## src/rtl/wfg_stim_mem_seq.sv

```systemverilog
`default_nettype none
// ============================================================================
// Module      : wfg_stim_mem_seq
// Description : Stimulus-memory sequencer. Reads samples from a single-port
//               SRAM in wrap, bounce, infinite or N-pass modes and streams
//               them on an AXI-Stream master through a small prefetch FIFO.
// Revision    : 1.0 - initial release
// ============================================================================
module wfg_stim_mem_seq #(
  parameter int AW     = 10,
  parameter int DW     = 32,
  parameter int FDEPTH = 2
) (
  input  logic          clk,
  input  logic          rst_n,
  input  logic          ctrl_en_q_i,
  input  logic [1:0]    ctrl_mode_q_i,
  input  logic [AW-1:0] start_val_q_i,
  input  logic [AW-1:0] end_val_q_i,
  input  logic [7:0]    inc_val_q_i,
  input  logic [7:0]    rep_val_q_i,
  input  logic          wfg_axis_tready_i,
  output logic          wfg_axis_tvalid_o,
  output logic [DW-1:0] wfg_axis_tdata_o,
  output logic          csb_o,
  output logic [AW-1:0] addr_o,
  input  logic [DW-1:0] dout_i,
  output logic          busy_o,
  output logic          done_o
);

  localparam int PW = (FDEPTH > 1) ? $clog2(FDEPTH) : 1;
  localparam int CW = $clog2(FDEPTH + 1);

  typedef enum logic [1:0] {
    S_IDLE  = 2'd0,
    S_RUN   = 2'd1,
    S_DRAIN = 2'd2,
    S_DONE  = 2'd3
  } state_t;

  state_t        state_q, state_d;
  logic [AW-1:0] start_q, start_d, end_q, end_d, p_q, p_d, addr_q, addr_d;
  logic [7:0]    inc_q, inc_d, rep_q, rep_d, pass_q, pass_d;
  logic [1:0]    mode_q, mode_d;
  logic          dir_q, dir_d;          // 1 = walking down (bounce)
  logic          inflight_q, inflight_d;
  logic [CW-1:0] cnt_q, cnt_d;
  logic [PW-1:0] rd_q, rd_d, wr_q, wr_d;
  logic [DW-1:0] mem_q [FDEPTH];
  logic [DW-1:0] mem_d [FDEPTH];

  logic          issue, pop, push, credit;
  logic [AW-1:0] p_adv;
  logic          dir_adv, pass_adv;
  logic [AW:0]   p_ext, e_ext, inc_ext, p_up, p_dn, dn_lim;

  function automatic logic [PW-1:0] ptr_inc(input logic [PW-1:0] p);
    return (p == PW'(FDEPTH - 1)) ? '0 : p + PW'(1);
  endfunction

  // Next pointer/direction for the current read; one extra bit avoids overflow
  always_comb begin
    p_ext    = {1'b0, p_q};
    e_ext    = {1'b0, end_q};
    inc_ext  = (AW+1)'(inc_q);
    p_up     = p_ext + inc_ext;
    p_dn     = p_ext - inc_ext;
    dn_lim   = {1'b0, start_q} + inc_ext;
    p_adv    = p_q;
    dir_adv  = dir_q;
    pass_adv = 1'b0;
    if (start_q == end_q) begin
      pass_adv = 1'b1;
    end else if (!mode_q[0]) begin
      if (p_up > e_ext) begin
        p_adv    = start_q;
        pass_adv = 1'b1;
      end else begin
        p_adv = p_up[AW-1:0];
      end
    end else if (!dir_q) begin
      if (p_up <= e_ext) begin
        p_adv = p_up[AW-1:0];
      end else begin
        dir_adv = 1'b1;
        p_adv   = (p_ext >= dn_lim) ? p_dn[AW-1:0] : start_q;
      end
    end else begin
      if (p_ext >= dn_lim) begin
        p_adv = p_dn[AW-1:0];
      end else begin
        dir_adv  = 1'b0;
        p_adv    = (p_up <= e_ext) ? p_up[AW-1:0] : end_q;
        pass_adv = 1'b1;
      end
    end
  end

  // FSM next state, read issue, config latch and FIFO bookkeeping
  always_comb begin
    state_d    = state_q;
    start_d    = start_q;
    end_d      = end_q;
    inc_d      = inc_q;
    rep_d      = rep_q;
    mode_d     = mode_q;
    p_d        = p_q;
    dir_d      = dir_q;
    pass_d     = pass_q;
    addr_d     = addr_q;
    rd_d       = rd_q;
    wr_d       = wr_q;
    cnt_d      = cnt_q;
    mem_d      = mem_q;
    issue      = 1'b0;
    pop        = (cnt_q != '0) && wfg_axis_tready_i;
    push       = inflight_q;
    // Count what will be held or arriving after this edge, net of the pop
    credit     = (int'(cnt_q) + int'(inflight_q)) < (FDEPTH + int'(pop));

    unique case (state_q)
      S_IDLE: begin
        if (ctrl_en_q_i) begin
          state_d = S_RUN;
          start_d = start_val_q_i;
          end_d   = (start_val_q_i > end_val_q_i) ? start_val_q_i : end_val_q_i;
          inc_d   = (inc_val_q_i == 8'd0) ? 8'd1 : inc_val_q_i;
          rep_d   = rep_val_q_i;
          mode_d  = ctrl_mode_q_i;
          p_d     = start_val_q_i;
          dir_d   = 1'b0;
          pass_d  = 8'd0;
        end
      end
      S_RUN: begin
        if (credit) begin
          issue  = 1'b1;
          addr_d = p_q;
          p_d    = p_adv;
          dir_d  = dir_adv;
          if (pass_adv) begin
            if (mode_q[1] && (pass_q == rep_q)) state_d = S_DRAIN;
            else                                pass_d  = pass_q + 8'd1;
          end
        end
      end
      default: ;
    endcase

    inflight_d = issue;

    if (push) begin
      mem_d[wr_q] = dout_i;
      wr_d        = ptr_inc(wr_q);
    end
    if (pop) rd_d = ptr_inc(rd_q);
    unique case ({push, pop})
      2'b10:   cnt_d = cnt_q + CW'(1);
      2'b01:   cnt_d = cnt_q - CW'(1);
      default: cnt_d = cnt_q;
    endcase

    // Last word leaves the FIFO on this edge with nothing behind it
    if ((state_q == S_DRAIN) && (cnt_d == '0) && !inflight_q) state_d = S_DONE;

    // Abort: flush FIFO and drop any read still returning
    if (!ctrl_en_q_i) begin
      state_d    = S_IDLE;
      inflight_d = 1'b0;
      cnt_d      = '0;
      rd_d       = '0;
      wr_d       = '0;
    end
  end

  // State register with synchronous active-low reset
  always_ff @(posedge clk) begin
    if (!rst_n) begin
      state_q    <= S_IDLE;
      start_q    <= '0;
      end_q      <= '0;
      inc_q      <= 8'd1;
      rep_q      <= '0;
      mode_q     <= '0;
      p_q        <= '0;
      dir_q      <= 1'b0;
      pass_q     <= '0;
      addr_q     <= '0;
      inflight_q <= 1'b0;
      cnt_q      <= '0;
      rd_q       <= '0;
      wr_q       <= '0;
      for (int i = 0; i < FDEPTH; i++) mem_q[i] <= '0;
    end else begin
      state_q    <= state_d;
      start_q    <= start_d;
      end_q      <= end_d;
      inc_q      <= inc_d;
      rep_q      <= rep_d;
      mode_q     <= mode_d;
      p_q        <= p_d;
      dir_q      <= dir_d;
      pass_q     <= pass_d;
      addr_q     <= addr_d;
      inflight_q <= inflight_d;
      cnt_q      <= cnt_d;
      rd_q       <= rd_d;
      wr_q       <= wr_d;
      mem_q      <= mem_d;
    end
  end

  // Output decode; tdata forced to zero while the FIFO is empty
  always_comb begin
    wfg_axis_tvalid_o = (cnt_q != '0);
    wfg_axis_tdata_o  = wfg_axis_tvalid_o ? mem_q[rd_q] : '0;
    csb_o             = !issue;
    addr_o            = issue ? p_q : addr_q;
    busy_o            = (state_q == S_RUN) || (state_q == S_DRAIN);
    done_o            = (state_q == S_DONE);
  end

endmodule
`default_nettype wire

```

## config.mk

```make
export PLATFORM = sky130hd
export DESIGN_NAME = wfg_stim_mem_seq
export DESIGN_NICKNAME = d
export VERILOG_FILES = /design/src/rtl/wfg_stim_mem_seq.sv
export SDC_FILE = /design/constraint.sdc
export NUM_CORES = 1
export LEC_CHECK = 0
export ABC_AREA = 1
export CORE_MARGIN = 2
export CORE_UTILIZATION = 45
export CTS_CLUSTER_DIAMETER = 30
export DETAILED_ROUTE_END_ITERATION = 8
export PLACE_DENSITY = 0.65
export SETUP_SLACK_MARGIN = 0.5
export SLEW_MARGIN = 20
export SYNTH_ARGS = -nofsm -noshare
export SYNTH_HDL_FRONTEND = slang
export SYNTH_SLANG_ARGS = --single-unit
```

## constraint.sdc

```tcl
create_clock -name clk -period 6 [get_ports clk]
set_clock_uncertainty 0.2 [all_clocks]
set_input_delay 1.5 -clock clk [delete_from_list [all_inputs] [get_ports clk]]
set_output_delay 1.5 -clock clk [all_outputs]
set_load 0.02 [all_outputs]
```

==> impl_metrics.json <==
{
  "status": "complete, no violations",
  "synthDistinctLibCells": 48,
  "fin_nets": 1491,
  "power_density_nw_per_um2": 281.6,
  "clkTransAtPathRegs_ps": 60,
  "dpl_cell_area_um2": 9848,
  "grt_pass1_vias": 7878,
  "relSlewSlack_pct": 49.68,
  "post_cts_resized": 0,
  "timing.final.crit_period_ps": 5097,
  "num_rows": 50,
  "clock_path_buffers": 2,
  "min_from": "rep_q[0]",
  "fin_area_um2": 10470,
  "slew_violations": 0,
  "power.leakage_nw": 4.639,
  "grt_max_degree": 68,
  "grt_pass1_wl_um": 39130,
  "wirelength_um": 24350,
  "ys_warn_count": 0,
  "antenna_found_initial": 0,
  "path_cells": "clkdlybuf4s50_1 > nand2_1 > o21ai_1 > inv_1 > nor2_1 > inv_1 > nor2_2 > buf_6 > inv_1 > clkdlybuf4s50_1",
  "cts_inserted_buffers": 17,
  "core_area_um2": 18640,
  "first_iter_violations": 584,
  "ys_ff_latch": 138,
  "critPathLaunchType": "primary input",
  "startpoint": "wfg_axis_tready_i",
  "cts_tree": "built",
  "drtPass1Iterations": 8,
  "grtUsageMet2_pct": 42.21,
  "syn-num-nets": 1402,
  "yosysSeqAreaShare_pct": 32.36,
  "design.die.area_um2": 20090,
  "gp_congestion": 0.9287,
  "grt_use_total_pct": 24.54,
  "report.power.total_mw": 2.947,
  "slowest_delay_ps": 570,
  "fin_ws_ps": 902.7,
  "worstPathArrival_ps": 3400,
  "die_h_um": 141.7,
  "synthArstFlopShare_pct": 0,
  "htree_levels": 4,
  "synthCells": 1263,
  "die_w_um": 141.7,
  "initial_core_util_pct": 45.79,
  "peakVddDrop_mv": 0.2190,
  "clock-sinks": 138,
  "ioPinCount": 120,
  "drive_gt1_share_pct": 6.886,
  "cts_root_buf": "clkbuf_16",
  "dp_hpwl_um": 17450,
  "busiest_layer": "met2",
  "avgSynthCellArea_um2": 6.759,
  "routed_via_density": 5.178,
  "setup_viol": 0,
  "synth_edf_count": 0,
  "rsz0062_at_grt": "no",
  "n_antenna_cell": 0,
  "drc": 0,
  "path_max_fanout": 31,
  "r2r_start": "start_q[2]",
  "drv_cap": 0,
  "vias": 8280,
  "tns_ps": 0,
  "cp_common_cell": "inv_1",
  "grt_use_met1_pct": 29.81,
  "cts_hold_buf": 0,
  "clock_latency_ps": 430,
  "tightest_slew_ps": 753.7,
  "criticalPathCategory": "primary input to output port",
  "end_kind": "output port",
  "postCtsSetupBuffers": 0,
  "required_ps": 4300,
  "post-route-util_pct": 56.13,
  "dpl_worst_slack_ps": 510.9,
  "portBuffers": 119,
  "globalRouteMet3Util_pct": 5.872,
  "fin_crit_sh_pct": 84.96,
  "ant_nets": 0,
  "cpLargestDelayFamily": "buffers and inverters",
  "area_delta_synth_final_pct": 22.58,
  "synth_flop_cell": "dfxtp_1",
  "slowest_stage": "clkdlybuf4s50_1",
  "hold_viol_final": 0,
  "fmax_mhz": 196.2,
  "hold_path.class": "flip-flop to flip-flop",
  "path_buf_inv": 6,
  "grt-ovfl-total": 0,
  "synth_area_um2": 8537,
  "wl_per_cell_um": 15.23
}
[path summary, 6_finish.rpt]
kind / cells past startpoint / slack [ps] / end
worst max-delay path: 10 / 900 / csb_o
worst min-delay path: 2 / 270 / rep_q[0]
worst max register to register: 23 / 1770 / p_q[7]
worst min register to register: 2 / 270 / rep_q[0]
[layout by cell type, fill, tap and decap left out, types with 4 or more instances in the layout]
cell / n
nand2_2: 5
ha_1: 62
nand2_1: 238
dfxtp_1: 138
buf_4: 9
xnor2_1: 7
nor4_1: 5
a211oi_1: 11
inv_6: 4
xor2_1: 30
nor2_1: 192
clkdlybuf4s50_1: 108
or2_2: 15
clkbuf_16: 17
nor3_1: 8
a21oi_2: 7
inv_1: 125
inv_2: 9
inv_8: 5
nand3_1: 46
dlymetal6s2s_1: 10
o21ai_0: 116
nand4_1: 17
a21oi_1: 133
[report_power, final]
part	total [mW]	internal, mW	switching, mW
registers	1.02	0.969	0.0537
logic	0.860	0.322	0.538
clock network	1.06	0.600	0.465
[registers in the layout (all words and copies together) (netlist names)]
| register | cells |
|---|---|
| start_q | 10 |
| wr_q | 1 |
| inflight_q | 1 |
| rd_q | 1 |
| dir_q | 1 |
| inc_q | 8 |
| state_q | 2 |
| rep_q | 8 |
| pass_q | 8 |
| addr_q | 10 |
| mem_q | 64 |
| end_q | 10 |
| p_q | 10 |
| mode_q | 2 |
| cnt_q | 2 |
[synth_stat cells (2+ instances only)]
| master | instances | share of area [%] |
|---|---|---|
| nor4_1 | 5 | 0.37 |
| o21ai_0 | 116 | 6.8 |
| o22ai_1 | 2 | 0.15 |
| a211oi_1 | 11 | 0.97 |
| nand2_4 | 2 | 0.26 |
| buf_6 | 3 | 0.40 |
| nand3_4 | 2 | 0.41 |
| dfxtp_1 | 138 | 32 |
| fa_1 | 3 | 0.70 |
| ha_1 | 62 | 9.1 |
| a21oi_2 | 7 | 0.72 |
| nor3_1 | 8 | 0.47 |
| o31ai_1 | 2 | 0.18 |
| inv_2 | 6 | 0.26 |
| nand2_1 | 239 | 11 |
| nor2_1 | 194 | 8.5 |
| o21ai_2 | 2 | 0.21 |
| clkinv_1 | 2 | 0.088 |
| a21oi_1 | 133 | 7.8 |
| nand3_2 | 2 | 0.23 |
| xor2_1 | 30 | 3.1 |
| clkbuf_1 | 44 | 1.9 |
| buf_2 | 8 | 0.47 |
| buf_1 | 3 | 0.13 |
| nand4_1 | 17 | 1.2 |
| nand2_2 | 4 | 0.29 |
| o21ai_1 | 2 | 0.12 |
| xnor2_1 | 7 | 0.72 |
| or2_0 | 3 | 0.22 |
| nand3_1 | 46 | 2.7 |
| a21o_1 | 2 | 0.18 |
| or2_2 | 15 | 1.1 |
| inv_1 | 128 | 5.6 |
[worst register-to-register path: cells and delay by family (launching register included)]
kind	cells	cell delay (ps)
buf+inv	2	310
compound gates	9	1560
fa+ha+maj	2	660
flops	1	340
xor+xnor	1	150
simple gates	9	930
[area by class of cell]
type	count	area [um2]
clock buffer	18	439.2
tap	234	292.8
timing repair buffer	129	1290
inverter	137	516.7
fill	1887	8178
multi-input combinational	929	5015
clock inverter	14	148.9
sequential	138	2763
[layer usage]
layer / vias to the layer above / wire length (um)
met5: - / 0
met4: 0 / 645
met3: 39 / 1403
met2: 203 / 11610
met1: 3751 / 10690
li1: 4287 / -
[kinds of logic (layout without fill, tap and decap cells)]
kind of cell             count (synthesis)  count (layout)  synth area share [%]
AO/OA/AOI/OAI                          285             285                 18.04
adder cells (fa/ha/maj)                 65              65                 9.790
flip-flops                             138             138                 32.36
XOR/XNOR                                37              37                 3.796
AND/OR/NAND/NOR                        542             542                 26.94
buffers and inverters                  196             298                 9.072
[metrics by stage]
| stage | std cells | hold WS (ps) |
|---|---|---|
| 3_5_place_dp | 1567 | 266.3 |
| 5_1_grt | 1599 | 288.2 |
| 6_report | 1599 | 272.0 |
| 4_1_cts | 1599 | 275.5 |
| 2_1_floorplan | 1263 | 241.6 |
| 3_3_place_gp | 1567 | 262.2 |
Note: power is estimated with default switching activity, not from simulation.
